File: src/rtl/mul_seq_ctrl.sv
// Sequencing controller for an iterative shift-add MUL/MLA unit in EX; holds F/D/E and bubbles M while iterating.
// Optional MUL_SEQ_EARLY_TERM_EN: finish as soon as the remaining multiplier bits are all zero.
module mul_seq_ctrl #(
  parameter int unsigned RADIX_BITS = 1
) (
  input  logic        clk,
  input  logic        reset,
  input  logic        StartE,
  input  logic        MlaE,
  input  logic [31:0] SrcAE,
  input  logic [31:0] SrcBE,
  input  logic [31:0] AccE,
  output logic        StallF,
  output logic        StallD,
  output logic        StallE,
  output logic        FlushM,
  output logic        BusyE,
  output logic        MulDoneE,
  output logic [31:0] MulResultE
);

  localparam int unsigned N  = 32 / RADIX_BITS;
  localparam int unsigned CW = $clog2(N);

  typedef enum logic [1:0] {
    IDLE,
    RUN,
    DONE
  } state_t;

  state_t        state, stateNext;
  logic [31:0]   mcand, mplier, product, resultReg;
  logic [31:0]   partial, mcandNext, mplierNext;
  logic [CW-1:0] count;
  logic          holdPipe;

  assign mcandNext  = mcand << RADIX_BITS;
  assign mplierNext = mplier >> RADIX_BITS;

  generate
    if (RADIX_BITS == 2) begin : gRadix2
      // Digit 3 uses mcand + 2*mcand formed in the same cycle.
      always_comb begin
        partial = '0;
        unique case (mplier[1:0])
          2'd0: partial = '0;
          2'd1: partial = mcand;
          2'd2: partial = mcand << 1;
          2'd3: partial = mcand + (mcand << 1);
          default: partial = '0;
        endcase
      end
    end else begin : gRadix1
      assign partial = mplier[0] ? mcand : '0;
    end
  endgenerate

  always_comb begin
    stateNext = state;
    unique case (state)
      IDLE: if (StartE) stateNext = RUN;
      RUN: begin
        if (count == CW'(N - 1)) stateNext = DONE;
`ifdef MUL_SEQ_EARLY_TERM_EN
        else if (mplierNext == '0) stateNext = DONE;
`endif
      end
      DONE: stateNext = IDLE;
      default: stateNext = IDLE;
    endcase
  end

  always_ff @(posedge clk) begin
    if (!reset) begin
      state     <= IDLE;
      count     <= '0;
      product   <= '0;
      resultReg <= '0;
      mcand     <= '0;
      mplier    <= '0;
    end else begin
      state <= stateNext;
      unique case (state)
        IDLE: begin
          if (StartE) begin
            mcand   <= SrcAE;
            mplier  <= SrcBE;
            product <= MlaE ? AccE : '0;
            count   <= '0;
          end
        end
        RUN: begin
          product <= product + partial;
          mcand   <= mcandNext;
          mplier  <= mplierNext;
          count   <= count + CW'(1);
        end
        DONE: resultReg <= product;
        default: ;
      endcase
    end
  end

  // Stall in the accepting cycle too, so the MUL stays in E from its first cycle.
  assign holdPipe   = (state == RUN) || ((state == IDLE) && StartE);
  assign StallF     = holdPipe;
  assign StallD     = holdPipe;
  assign StallE     = holdPipe;
  assign FlushM     = holdPipe;
  assign BusyE      = (state != IDLE);
  assign MulDoneE   = (state == DONE);
  assign MulResultE = (state == DONE) ? product : resultReg;

endmodule

File: config.mk
export PLATFORM = sky130hd
export DESIGN_NAME = mul_seq_ctrl
export DESIGN_NICKNAME = d
export VERILOG_FILES = /design/src/rtl/mul_seq_ctrl.sv
export SDC_FILE = /design/constraint.sdc
export NUM_CORES = 1
export LEC_CHECK = 0
export ABC_AREA = 1
export CAP_MARGIN = 15
export CORE_MARGIN = 2
export CORE_UTILIZATION = 55
export DETAILED_ROUTE_END_ITERATION = 10
export DONT_BUFFER_PORTS = 1
export HOLD_SLACK_MARGIN = 0.06
export PLACE_DENSITY = 0.7
export SETUP_SLACK_MARGIN = 0.5
export SLEW_MARGIN = 20
export SYNTH_ARGS = -nofsm -noshare
export SYNTH_HDL_FRONTEND = slang
export SYNTH_SLANG_ARGS = --single-unit
File: constraint.sdc
create_clock -name clk -period 3.05 [get_ports clk]
set_clock_uncertainty 0.1 [all_clocks]
set_input_delay 0.4575 -clock clk [delete_from_list [all_inputs] [get_ports clk]]
set_output_delay 0.4575 -clock clk [all_outputs]
set_load 0.05 [all_outputs]
==> results of run 1 <==
[sequential cells by signal (all words and copies together), names as in the netlist]
| signal | cells |
|---|---|
| product | 32 |
| resultReg | 32 |
| mcand | 32 |
| state | 2 |
| count | 5 |
| mplier | 32 |
[cells by family after synthesis]
family | Yosys count
simple gates | 517
buf+inv | 283
compound gates | 275
flops | 135
fa+ha+maj | 34
xor+xnor | 10
[cells in the final DEF, fill, tap and decap left out, types with 6 or more instances in the layout]
| cell | n |
|---|---|
| sky130_fd_sc_hd__nand2_1 | 343 |
| sky130_fd_sc_hd__inv_1 | 183 |
| sky130_fd_sc_hd__a21oi_1 | 135 |
| sky130_fd_sc_hd__dfxtp_1 | 135 |
| sky130_fd_sc_hd__nor2_1 | 71 |
| sky130_fd_sc_hd__o21ai_0 | 61 |
| sky130_fd_sc_hd__nand3_1 | 37 |
| sky130_fd_sc_hd__inv_2 | 36 |
| sky130_fd_sc_hd__ha_1 | 33 |
| sky130_fd_sc_hd__or2_2 | 32 |
| sky130_fd_sc_hd__o221ai_1 | 28 |
| sky130_fd_sc_hd__a31oi_1 | 18 |
| sky130_fd_sc_hd__a22oi_1 | 18 |
| sky130_fd_sc_hd__clkbuf_16 | 17 |
| sky130_fd_sc_hd__nand2_2 | 11 |
| sky130_fd_sc_hd__xor2_1 | 10 |
| sky130_fd_sc_hd__o21ai_1 | 9 |
| sky130_fd_sc_hd__buf_4 | 9 |
| sky130_fd_sc_hd__nor3_1 | 6 |
[per-layer routing]
metal  share of wire  wire, µm  vias up  track usage
met5               0         0        -            0
met4           0.015       344        0      0.08889
met3           0.070      1605       25      0.06932
met2            0.45     10330      239       0.4668
met1            0.46     10500     3516       0.3914
li1                -         -     3943            -
[worst max-delay path, delay by kind of cell, from the launching register on]
kind	cells	cell delay, ps
buf+inv	4	650
flops	1	340
compound gates	1	320
simple gates	1	160
[power by group]
group          internal, mW  switching [mW]  leakage [nW]  total [mW]
sequential             1.88          0.0977          1.11        1.98
clock                  1.26           0.829         0.288        2.09
combinational         0.212           0.432          3.24       0.644
[synthesized netlist by cell type (2+ instances only)]
cell type                    n  share of area
sky130_fd_sc_hd__o21ai_0    63          0.039
sky130_fd_sc_hd__a21oi_1   136          0.084
sky130_fd_sc_hd__nand2_2    10         0.0077
sky130_fd_sc_hd__nor2_2      3         0.0023
sky130_fd_sc_hd__o221ai_1   28          0.030
sky130_fd_sc_hd__buf_2      19          0.012
sky130_fd_sc_hd__nand2_1   344           0.16
sky130_fd_sc_hd__inv_1     217           0.10
sky130_fd_sc_hd__inv_2       3         0.0014
sky130_fd_sc_hd__a22oi_1    18          0.017
sky130_fd_sc_hd__xor2_1     10          0.011
sky130_fd_sc_hd__nand3_2     4         0.0049
sky130_fd_sc_hd__clkbuf_1   33          0.015
sky130_fd_sc_hd__nand3b_1    3         0.0028
sky130_fd_sc_hd__a31oi_1    18          0.014
sky130_fd_sc_hd__nor2_1     72          0.033
sky130_fd_sc_hd__ha_1       33          0.051
sky130_fd_sc_hd__nor3_1      6         0.0037
sky130_fd_sc_hd__o21ai_1     7         0.0043
sky130_fd_sc_hd__nand3_1    38          0.024
sky130_fd_sc_hd__buf_4       8         0.0074
sky130_fd_sc_hd__o21bai_1    2         0.0019
sky130_fd_sc_hd__dfxtp_1   135           0.33
sky130_fd_sc_hd__nand4_1     3         0.0023
sky130_fd_sc_hd__or2_2      32          0.025
[through the flow]
step | worst slack, ps | hold slack [ps] | power, mW | utilization | std cells
after global placement | 606.7 | 331.1 | 2.628 | 0.5641 | 1389
after global routing | 438.3 | 72.56 | 4.888 | 0.6118 | 1427
final | 588.4 | 72.65 | 4.712 | 0.6118 | 1427
after CTS | 528.2 | 60.86 | 4.718 | 0.6097 | 1427
after detailed placement | 580.9 | 337.8 | 2.635 | 0.5641 | 1389
after floorplan | 924.7 | 325.0 | 2.486 | - | 1254
[worst max-delay path by stage]
stage / start / to / slack, ps / cells past startpoint
6_report: state[1] / MulResultE[7] / 590 / 6
3_3_place_gp: mplier[0] / product[24] / 610 / 16
2_1_floorplan: mplier[0] / product[28] / 920 / 14
4_1_cts: state[1] / MulResultE[28] / 530 / 6
5_1_grt: mplier[0] / product[24] / 440 / 16
3_5_place_dp: mplier[0] / product[24] / 580 / 16
[final cells by class]
type,instances,area (µm²)
Fill cell,1416,5620
Multi-Input combinational cell,836,4292
Sequential cell,135,2703
Inverter,222,842.1
Clock buffer,20,456.7
Tap cell,184,230.2
Timing Repair Buffer,18,193.9
Clock inverter,12,141.4
[what timing repair did]
item	4_1_cts	5_1_grt
hold buffers	4	0
endpoints found under the setup margin	25	46
gates resized for setup	6	38
setup buffers	2	0
hold endpoints to repair	23	0
==> key figures, run 1 <==
Worst setup path
  – CP max-delay cell: sky130_fd_sc_hd__dfxtp_1
  – Highest net fanout along the worst path: 21
  – Cell type with the highest occurrence count on the critical path: sky130_fd_sc_hd__inv_2
  – WS Path Type: reg2out
  – Arrival time of the worst setup path: 1900 ps
  – Data required time at the worst endpoint: 2490 ps
  – Worst path cell trace: inv_2 > nor2_2 > clkinvlp_4 > buf_4 > o21ai_0 > inv_2
  – Worst Reg-to-Reg Cells: 16
  – Setup slack, reg-to-reg: 650 ps
  – Terminus of the critical flop-to-flop path: product[24]
  – Critical Path Max Stage Delay: 340 ps
  – Critical Path Sink Type: output port
  – Startpoint types: register
  – RR Startpoint: mplier[0]

Routing
  – Number of antenna-violating nets in the routed design: 0
  – Number of detailed-route iterations in the first pass: 5
  – Post-route DRC violation count: 0
  – Iteration-0 DRC Markers: 611
  – Via count: 7723
  – Ratio of routed vias to standard cells: 5.412
  – Final wirelength: 22.78 mm
  – Wire length per cell after detailed routing: 15.96 µm

Clock network
  – Clock latency of the later-clocked register in the worst-skew pair: 430 ps
  – Reg clk slew, reported paths: 60 ps
  – H-Tree Level Count: 4
  – Number of buffers on the longest clock path: 2
  – CTS sink count: 135
  – Inserted Clock Buffers: 17
  – Clock tree from TritonCTS: yes
  – Cell at the root of the clock tree: sky130_fd_sc_hd__clkbuf_16

Cells and area
  – Fraction of layout instances using a drive strength above 1: 0.1142
  – Area added between synthesis and finish: 9.479%
  – Final antenna diode count: 0
  – Layout net count: 1364
  – Final design instance area without fill: 8859 µm²

Synthesis
  – Xor/xnor share of the synthesized area: 0.01082
  – Number of enable-type register cells in the synthesized netlist: 0
  – Synthesized net count: 1388
  – Post-Synthesis Cell Area: 8092 µm²
  – Largest family of logic cells by synthesized area: simple AND/OR/NAND/NOR gates
  – Flip-flop and latch count after synthesis: 135
  – Top flip-flop cell by instance count after synthesis: sky130_fd_sc_hd__dfxtp_1
  – Number of cells produced by synthesis: 1254
  – Synthesized-area fraction occupied by ao, oa, aoi and oai cells: 0.1944
  – Distinct cell type count of the synthesized netlist: 34
  – Mean instance size in the synthesized netlist: 6.453 µm²
  – Multiplexer fraction of the synthesized cell area: 0
  – Number of warnings reported in the yosys synthesis log: 0
  – Synth async-reset ratio: 0
  – Post-synthesis share of cell area spent on full adders, half adders and majority gates: 0.05350
  – Fraction of the mapped netlist area in simple logic gates: 0.2687
  – Sequential area share after synthesis: 0.3340

Power
  – Peak ir drop on the vdd network: 0.3467 mV
  – Total leakage power: 4.631 nW
  – Power per cell area: 532.0 nW/µm²

Global route
  – Maximum number of pins on one net before global-route repair: 99
  – Number of antenna violations at the first check in global routing: 0
  – Wire length of the first global-routing pass: 36.95 mm
  – Overall routing resource usage: 0.2913
  – Sum of overflow across all layers after global routing: 0
  – Via count of the first global-routing pass: 7264

Die
  – Number of primary I/O pins: 138
  – Initial cell density of the core: 0.5588
  – Die extent in y: 125.3 µm
  – Core Rows: 44
  – Die area: 15700 µm²
  – Die span in x: 125.3 µm
  – Placeable core area: 14480 µm²

Timing
  – Tightest Pin Transition: 1130 ps
  – Setup TNS: 0 ps
  – Count of pins over their slew limit: 0
  – Max Fclk: 406.2 MHz
  – RSZ-0062 raised after global routing: yes
  – Min cycle time layout: 2462 ps
  – Hold Vio Cnt, Final: 0
  – Slew margin rel.: 0.2440
  – Number of endpoints failing setup at the final stage: 0
  – Ratio of final minimum period to clock period: 0.8071

Min path
  – Capture endpoint of the worst hold path: mplier[4]
  – Type of the worst min-delay path: in2reg
  – Cells on Worst Hold Path: 2
  – Beginning of the worst hold path: reset

Placement
  – Detailed placement HPWL: 15.84 mm
  – Area after DPL: 8168 µm²
  – Buffers on Ports: 0
  – Final Wtd Congestion: 0.9430

Run status
  – Status: completed

Job
  – Max-cap violation count: 0
No activity file was read; power rests on OpenSTA's default activity.
==> run 2, diff against run 1 <==
PLACE_DENSITY = 0.73   (was 0.7)
clock period = 2 ns   (was 3.05 ns; I/O delays follow)
==> key figures, run 2 (synthesis gave the netlist of run 1 again) <==
Routing
  – Ratio of routed vias to standard cells: 6.329
  – Via count: 10030
  – Wire length per cell after detailed routing: 23.70 µm
  – Number of detailed-route iterations in the first pass: 7
  – Post-route DRC violation count: 0
  – Number of antenna-violating nets in the routed design: 0
  – Iteration-0 DRC Markers: 1164
  – Final wirelength: 37.57 mm

Timing
  – Max Fclk: 411.1 MHz
  – RSZ-0062 raised after global routing: yes
  – Number of endpoints failing setup at the final stage: 61
  – Hold Vio Cnt, Final: 57
  – Ratio of final minimum period to clock period: 1.216
  – Slew margin rel.: 0.5755
  – Min cycle time layout: 2433 ps
  – Count of pins over their slew limit: 0
  – Least setup slack across all paths after layout: -432.6 ps
  – Tightest Pin Transition: 636.7 ps
  – Setup TNS: -8690 ps
  – Final Hold Slack: -111.1 ps

Worst setup path
  – Critical Path Sink Type: register
  – Highest net fanout along the worst path: 23
  – Arrival time of the worst setup path: 2640 ps
  – Startpoint types: register
  – RR Startpoint: mplier[0]
  – WS Path Type: reg2reg
  – Data required time at the worst endpoint: 2210 ps
  – Origin of the worst setup path: mplier[0]

Placement
  – Buffers on Ports: 0
  – Final Wtd Congestion: 0.9915
  – Detailed placement HPWL: 17.26 mm
  – Area after DPL: 9299 µm²

Job
  – Max-cap violation count: 0

Global route
  – Met3 track utilization from global routing: 0.09371
  – Wire length of the first global-routing pass: 49.74 mm
  – Sum of overflow across all layers after global routing: 0
  – Layer carrying the most global-route usage: met2
  – GR met1 Demand/Resource: 0.4736
  – Maximum number of pins on one net before global-route repair: 62
  – Via count of the first global-routing pass: 9357
  – Number of antenna violations at the first check in global routing: 0
  – GR met2 Demand/Resource: 0.6909
  – Overall routing resource usage: 0.4036

Cells and area
  – Fraction of layout instances using a drive strength above 1: 0.4019
  – Area added between synthesis and finish: 58.70%
  – Most common cell after layout, fill and taps aside: sky130_fd_sc_hd__nand2_1
  – Final design instance area without fill: 12840 µm²
  – Leading cell types in the layout, fill and taps excluded: 253 x sky130_fd_sc_hd__nand2_1, 156 x sky130_fd_sc_hd__inv_1, 132 x sky130_fd_sc_hd__dfxtp_1
  – Layout net count: 1522
  – Final antenna diode count: 0

Run status
  – Violated checks: negative hold slack, negative setup slack
  – Status: finished, violations left

Clock network
  – CTS sink count: 135
  – Reg clk slew, reported paths: 70 ps
  – Inserted Clock Buffers: 17
  – Cell at the root of the clock tree: sky130_fd_sc_hd__clkbuf_16
  – Hold buffer count at cts: 38
  – Clock latency of the later-clocked register in the worst-skew pair: 440 ps
  – H-Tree Level Count: 4
  – Clock tree from TritonCTS: yes
  – Number of buffers on the longest clock path: 2

Die
  – Initial cell density of the core: 0.5588
  – Core Rows: 44
  – Placeable core area: 14480 µm²
  – Die extent in y: 125.3 µm
  – Die area: 15700 µm²
  – Number of primary I/O pins: 138
  – Die span in x: 125.3 µm

Power
  – Power per cell area: 652.5 nW/µm²
  – Peak ir drop on the vdd network: 0.9850 mV
  – Total leakage power: 5.997 nW

Min path
  – Beginning of the worst hold path: reset
  – Type of the worst min-delay path: in2reg
[run 2: changes by cell type in the layout (fill, tap and decap cells not counted), moves of 29 or more]
cell,delta
sky130_fd_sc_hd__nand2_2,+51
sky130_fd_sc_hd__o21ai_0,-35
sky130_fd_sc_hd__a21oi_2,+64
sky130_fd_sc_hd__dlygate4sd3_1,+34
sky130_fd_sc_hd__a21oi_1,-71
sky130_fd_sc_hd__buf_4,+67
sky130_fd_sc_hd__inv_4,+29
sky130_fd_sc_hd__nand2_1,-90
sky130_fd_sc_hd__or2_2,-32
sky130_fd_sc_hd__or2_4,+32
sky130_fd_sc_hd__nand2_4,+39
sky130_fd_sc_hd__o21ai_4,+32
[run 2: area by class of cell]
type,count,area (µm²)
multi-input cells,836,6141
clock buffers,18,439.2
clock inverters,14,115.1
well taps,184,230.2
fillers,672,1638
flip-flops and latches,135,2711
inverters,222,950.9
repair buffers,176,2253
[run 2: worst paths after layout]
path / slack, ps / endpoint / cells after the start
min reg2reg: 380 / mplier[26] / 2
max: -430 / product[29] / 13
max reg2reg: -430 / product[29] / 13
min: -110 / mplier[5] / 2
[run 2: per-stage QoR]
step,setup slack [ps],utilization,instances,total power [mW],hold WS [ps]
finish,-432.6,0.8869,1585,8.379,-111.1
global route,-460.8,0.8869,1585,8.546,-125.8
CTS,-169.8,0.8343,1565,7.914,-113.7
detailed placement,-334.1,0.6422,1450,4.332,337.0
global placement,-299.8,0.6422,1450,4.314,332.5
floorplan,79.97,-,1254,3.996,325.0
[run 2: report_power, final]
part / total, mW / internal, mW / switching, mW
Combinational: 2.18 / 0.979 / 1.20
Sequential: 3.12 / 2.87 / 0.247
Clock: 3.09 / 1.65 / 1.43
Total: 8.38 / 5.50 / 2.88
[run 2: metal layers]
layer | vias up | share of wire
met5 | - | 0
met4 | 0 | 0.085
met3 | 300 | 0.10
met2 | 856 | 0.46
met1 | 4611 | 0.35
li1 | 4265 | -
[run 2: critical path, cell delays in order, from the launching register on]
cell and delay (ps):
sky130_fd_sc_hd__dfxtp_4 380, sky130_fd_sc_hd__buf_12 170, sky130_fd_sc_hd__nand2_1 80, sky130_fd_sc_hd__inv_1 50, sky130_fd_sc_hd__ha_1 380, sky130_fd_sc_hd__nand2_1 170
sky130_fd_sc_hd__nor2_1 220, sky130_fd_sc_hd__nand2_1 130, sky130_fd_sc_hd__nor2_1 160, sky130_fd_sc_hd__nand2_1 130, sky130_fd_sc_hd__nand2_1 110, sky130_fd_sc_hd__nand2_1 60
sky130_fd_sc_hd__nand3_1 90, sky130_fd_sc_hd__a21oi_1 70
[run 2: repair_timing]
item                                    CTS  global route
setup buffers                            23            17
gates resized for setup                 286           140
endpoints found under the setup margin  110           139
endpoints found under the hold margin    98            60
pin swaps                                58            58
cloned                                   22             3
==> run 3, diff against run 2 <==
CORE_MARGIN = not set   (was 2)
==> key figures, run 3 <==
Synthesis
  – Xor/xnor share of the synthesized area: 0.01082
  – Largest area contributor in the netlist: sky130_fd_sc_hd__dfxtp_1
  – Mean instance size in the synthesized netlist: 6.453 µm²
  – Distinct cell type count of the synthesized netlist: 34
  – Post-synthesis share of cell area spent on full adders, half adders and majority gates: 0.05350
  – Largest family of logic cells by synthesized area: simple AND/OR/NAND/NOR gates
  – Sequential area share after synthesis: 0.3340
  – Multiplexer fraction of the synthesized cell area: 0
  – Fraction of the mapped netlist area in simple logic gates: 0.2687
  – Synth async-reset ratio: 0
  – Most used standard cells in the synthesized netlist: 344 x sky130_fd_sc_hd__nand2_1, 217 x sky130_fd_sc_hd__inv_1, 136 x sky130_fd_sc_hd__a21oi_1, 135 x sky130_fd_sc_hd__dfxtp_1, 72 x sky130_fd_sc_hd__nor2_1
  – Number of enable-type register cells in the synthesized netlist: 0
  – Synthesized net count: 1388
  – Top-area cell type share of the netlist area: 0.3340
  – Flip-flop and latch count after synthesis: 135
  – Dominant cell by count in the synthesized netlist: sky130_fd_sc_hd__nand2_1
  – Synthesized-area fraction occupied by ao, oa, aoi and oai cells: 0.1944
  – Post-Synthesis Cell Area: 8092 µm²
  – Number of warnings reported in the yosys synthesis log: 0
  – Number of cells produced by synthesis: 1254
  – Top flip-flop cell by instance count after synthesis: sky130_fd_sc_hd__dfxtp_1
  – Largest cells by area after synthesis: sky130_fd_sc_hd__dfxtp_1 33%, sky130_fd_sc_hd__nand2_1 16%, sky130_fd_sc_hd__inv_1 10%

Placement
  – Detailed placement HPWL: 17.28 mm
  – Placed Instances: 1458
  – Final Wtd Congestion: 0.9549
  – Buffers on Ports: 0

Clock network
  – Cell at the root of the clock tree: sky130_fd_sc_hd__clkbuf_16
  – CTS sink count: 135
  – Number of buffers on the longest clock path: 2
  – H-Tree Level Count: 4
  – Inserted Clock Buffers: 17

Run status
  – Stop Error: [ERROR GRT-0232] Routing congestion too high. Check the congestion heatmap in the GUI.
  – Stopped at: global routing
  – Status: aborted with a tool error

Die
  – Core Rows: 43
  – Initial cell density of the core: 0.5740
  – Die extent in y: 123.3 µm
  – Number of primary I/O pins: 138
  – Die span in x: 123.3 µm

Global route
  – Maximum number of pins on one net before global-route repair: 62
  – Sum of overflow across all layers after global routing: 221
  – Overall routing resource usage: 0.8013

Timing
  – Worst endpoint type: register input
  – Final worst endpoint reported by repair_timing after global routing: product[28]$_SDFFE_PN0P_/D
run 3: kinds of logic after synthesis:
logic type / Yosys count
AND/OR/NAND/NOR: 517
AO/OA/AOI/OAI: 275
adder cells (fa/ha/maj): 34
flip-flops: 135
XOR/XNOR: 10
buffers and inverters: 283
run 3: repair_timing:
item,in CTS
hold buffers,38
endpoints found under the setup margin,108
endpoints found under the hold margin,98
cloned,16
gates resized for setup,243
pin swaps,62
setup buffers,37
run 3: per-stage QoR:
stage / worst slack (ps) / utilization / hold WS, ps / cell area (µm²)
after global placement: -222.4 / 0.6675 / 331.7 / 9409
after CTS: -136.6 / 0.8554 / -101.6 / 12060
after detailed placement: -252.2 / 0.6675 / 336.7 / 9409
after floorplan: 79.97 / - / 325.0 / 8840
run 3: metal layers:
layer / GRT usage / GRT overflow
met2: 0.9944 / 148
met4: 0.8261 / 66
met1: 0.7923 / 2
met3: 0.6264 / 5
met5: 0.1910 / 0
==> run 4, diff against run 3 <==
CORE_UTILIZATION = 40   (was 55)
HOLD_SLACK_MARGIN = not set   (was 0.06)
PLACE_DENSITY = not set   (was 0.73)
PLACE_DENSITY_LB_ADDON = 0.15   (was not set)
SETUP_SLACK_MARGIN = not set   (was 0.5)
clock period = 2.6 ns   (was 2 ns; I/O delays follow)
==> key figures, run 4 (synthesis gave the netlist of run 1 again) <==
Power
  – Cell-internal power: 3.911 mW
  – Relative contribution of the clock network to total power: 0.442
  – Power per cell area: 598.1 nW/µm²
  – Peak ir drop on the vdd network: 0.4729 mV
  – Net switching power: 1.584 mW
  – Total leakage power: 4.875 nW
  – Switching Share: 0.2883
  – Sequential share of power: 0.423
  – Comb power frac: 0.135

Routing
  – Wire length per cell after detailed routing: 15.55 µm
  – Number of antenna-violating nets in the routed design: 0
  – Post-route DRC violation count: 0
  – Number of detailed-route iterations in the first pass: 4
  – Iteration-0 DRC Markers: 419
  – Ratio of routed vias to standard cells: 4.966
  – Final wirelength: 23.94 mm
  – Via count: 7648

Worst setup path
  – Critical Path Sink Type: output port
  – Arrival time of the worst setup path: 1930 ps
  – Data required time at the worst endpoint: 2110 ps
  – Highest net fanout along the worst path: 33
  – CP max-delay cell: sky130_fd_sc_hd__dfxtp_1
  – WS Path Type: reg2out
  – Worst path cell trace: inv_2 > nor2_4 > buf_6 > or2_2 > o21ai_0 > inv_1 > buf_4
  – Startpoint types: register
  – Critical Path Max Stage Delay: 340 ps

Cells and area
  – Leading cell types in the layout, fill and taps excluded: 344 x sky130_fd_sc_hd__nand2_1, 215 x sky130_fd_sc_hd__inv_1, 136 x sky130_fd_sc_hd__a21oi_1
  – Fraction of layout instances using a drive strength above 1: 0.1075
  – Post-route core utilization: 0.4675
  – Area added between synthesis and finish: 13.55%
  – Final antenna diode count: 0
  – Layout net count: 1398
  – Most common cell after layout, fill and taps aside: sky130_fd_sc_hd__nand2_1

Global route
  – Wire length of the first global-routing pass: 37.54 mm
  – Number of antenna violations at the first check in global routing: 0
  – Overall routing resource usage: 0.2368
  – Via count of the first global-routing pass: 6968
  – Maximum number of pins on one net before global-route repair: 99
  – Sum of overflow across all layers after global routing: 0

Clock network
  – Clock tree from TritonCTS: yes
  – Inserted Clock Buffers: 17
  – H-Tree Level Count: 4
  – Clock latency of the later-clocked register in the worst-skew pair: 430 ps
  – CTS sink count: 135
  – Number of buffers on the longest clock path: 2
  – Cell at the root of the clock tree: sky130_fd_sc_hd__clkbuf_16
  – Reg clk slew, reported paths: 60 ps

Timing
  – RSZ-0062 raised after global routing: no
  – Final Hold Slack: 11.24 ps
  – Least setup slack across all paths after layout: 177.6 ps
  – Slew margin rel.: 0.5813
  – Tightest Pin Transition: 627.2 ps
  – Count of pins over their slew limit: 0
  – Min cycle time layout: 2422 ps
  – Number of endpoints failing setup at the final stage: 0
  – Ratio of final minimum period to clock period: 0.9317
  – Setup TNS: 0 ps
  – Max Fclk: 412.8 MHz
  – Hold Vio Cnt, Final: 0

Die
  – Number of primary I/O pins: 138
  – Die span in x: 144.2 µm
  – Die extent in y: 144.2 µm
  – Core Rows: 51
  – Placeable core area: 19650 µm²
  – Die area: 20800 µm²
  – Initial cell density of the core: 0.4117

Job
  – Max-cap violation count: 0

Placement
  – Detailed placement HPWL: 16.61 mm
  – Buffers on Ports: 0
  – Worst setup slack after placement: 232.7 ps
  – Final Wtd Congestion: 0.8829

Min path
  – Type of the worst min-delay path: in2reg

Run status
  – Status: completed
## run 4: layout make-up
cell class	count	area, µm²
Fill cell	2148	10470
Timing Repair inverter	1	7.507
Multi-Input combinational cell	836	4275
Inverter	222	840.8
Timing Repair Buffer	51	449.2
Clock buffer	20	456.7
Sequential cell	135	2703
Clock inverter	10	123.9
Tap cell	265	331.6
## run 4: worst max-delay path, delay by kind of cell (launching register included)
family	cells	cell delay [ps]
AOI/OAI and AO/OA	1	100
DFF	1	340
buffers and inverters	4	630
and+or+nand+nor	2	370
## run 4: power by group through the flow
stage	sequential [mW]	clock, mW	combinational [mW]
floorplan	2.32	0	0.597
global placement	2.37	0	0.724
detailed placement	2.36	0	0.731
CTS	2.32	2.47	0.745
global route	2.34	2.56	0.835
finish	2.32	2.43	0.742
## run 4: final timing paths
path / from / end / slack (ps) / depth (start not counted)
worst max-delay path: state[1] / MulResultE[29] / 180 / 7
worst min register to register: mplier[24] / mplier[24] / 340 / 2
worst min-delay path: SrcBE[31] / mplier[31] / 10 / 2
worst max register to register: mplier[0] / product[28] / 230 / 16
## run 4: layer usage
layer  wire (µm)  track usage
met5           0            0
met1       11430       0.3166
met2       10370       0.3654
met3        1930      0.07947
met4         210      0.05540
## run 4: through the flow
| step | total power [mW] | std cells | area (µm²) |
|---|---|---|---|
| finish | 5.495 | 1540 | 9188 |
| global route | 5.732 | 1540 | 9188 |
| CTS | 5.539 | 1538 | 9154 |
| detailed placement | 3.096 | 1502 | 8502 |
| global placement | 3.089 | 1502 | 8502 |
| floorplan | 2.916 | 1254 | 8092 |
## run 4: timing repair
action,CTS,global route
cloned,1,0
buffers inserted,1,1
hold buffers,4,1
setup endpoints to repair,31,32
hold endpoints to repair,7,3
resized for setup,2,1
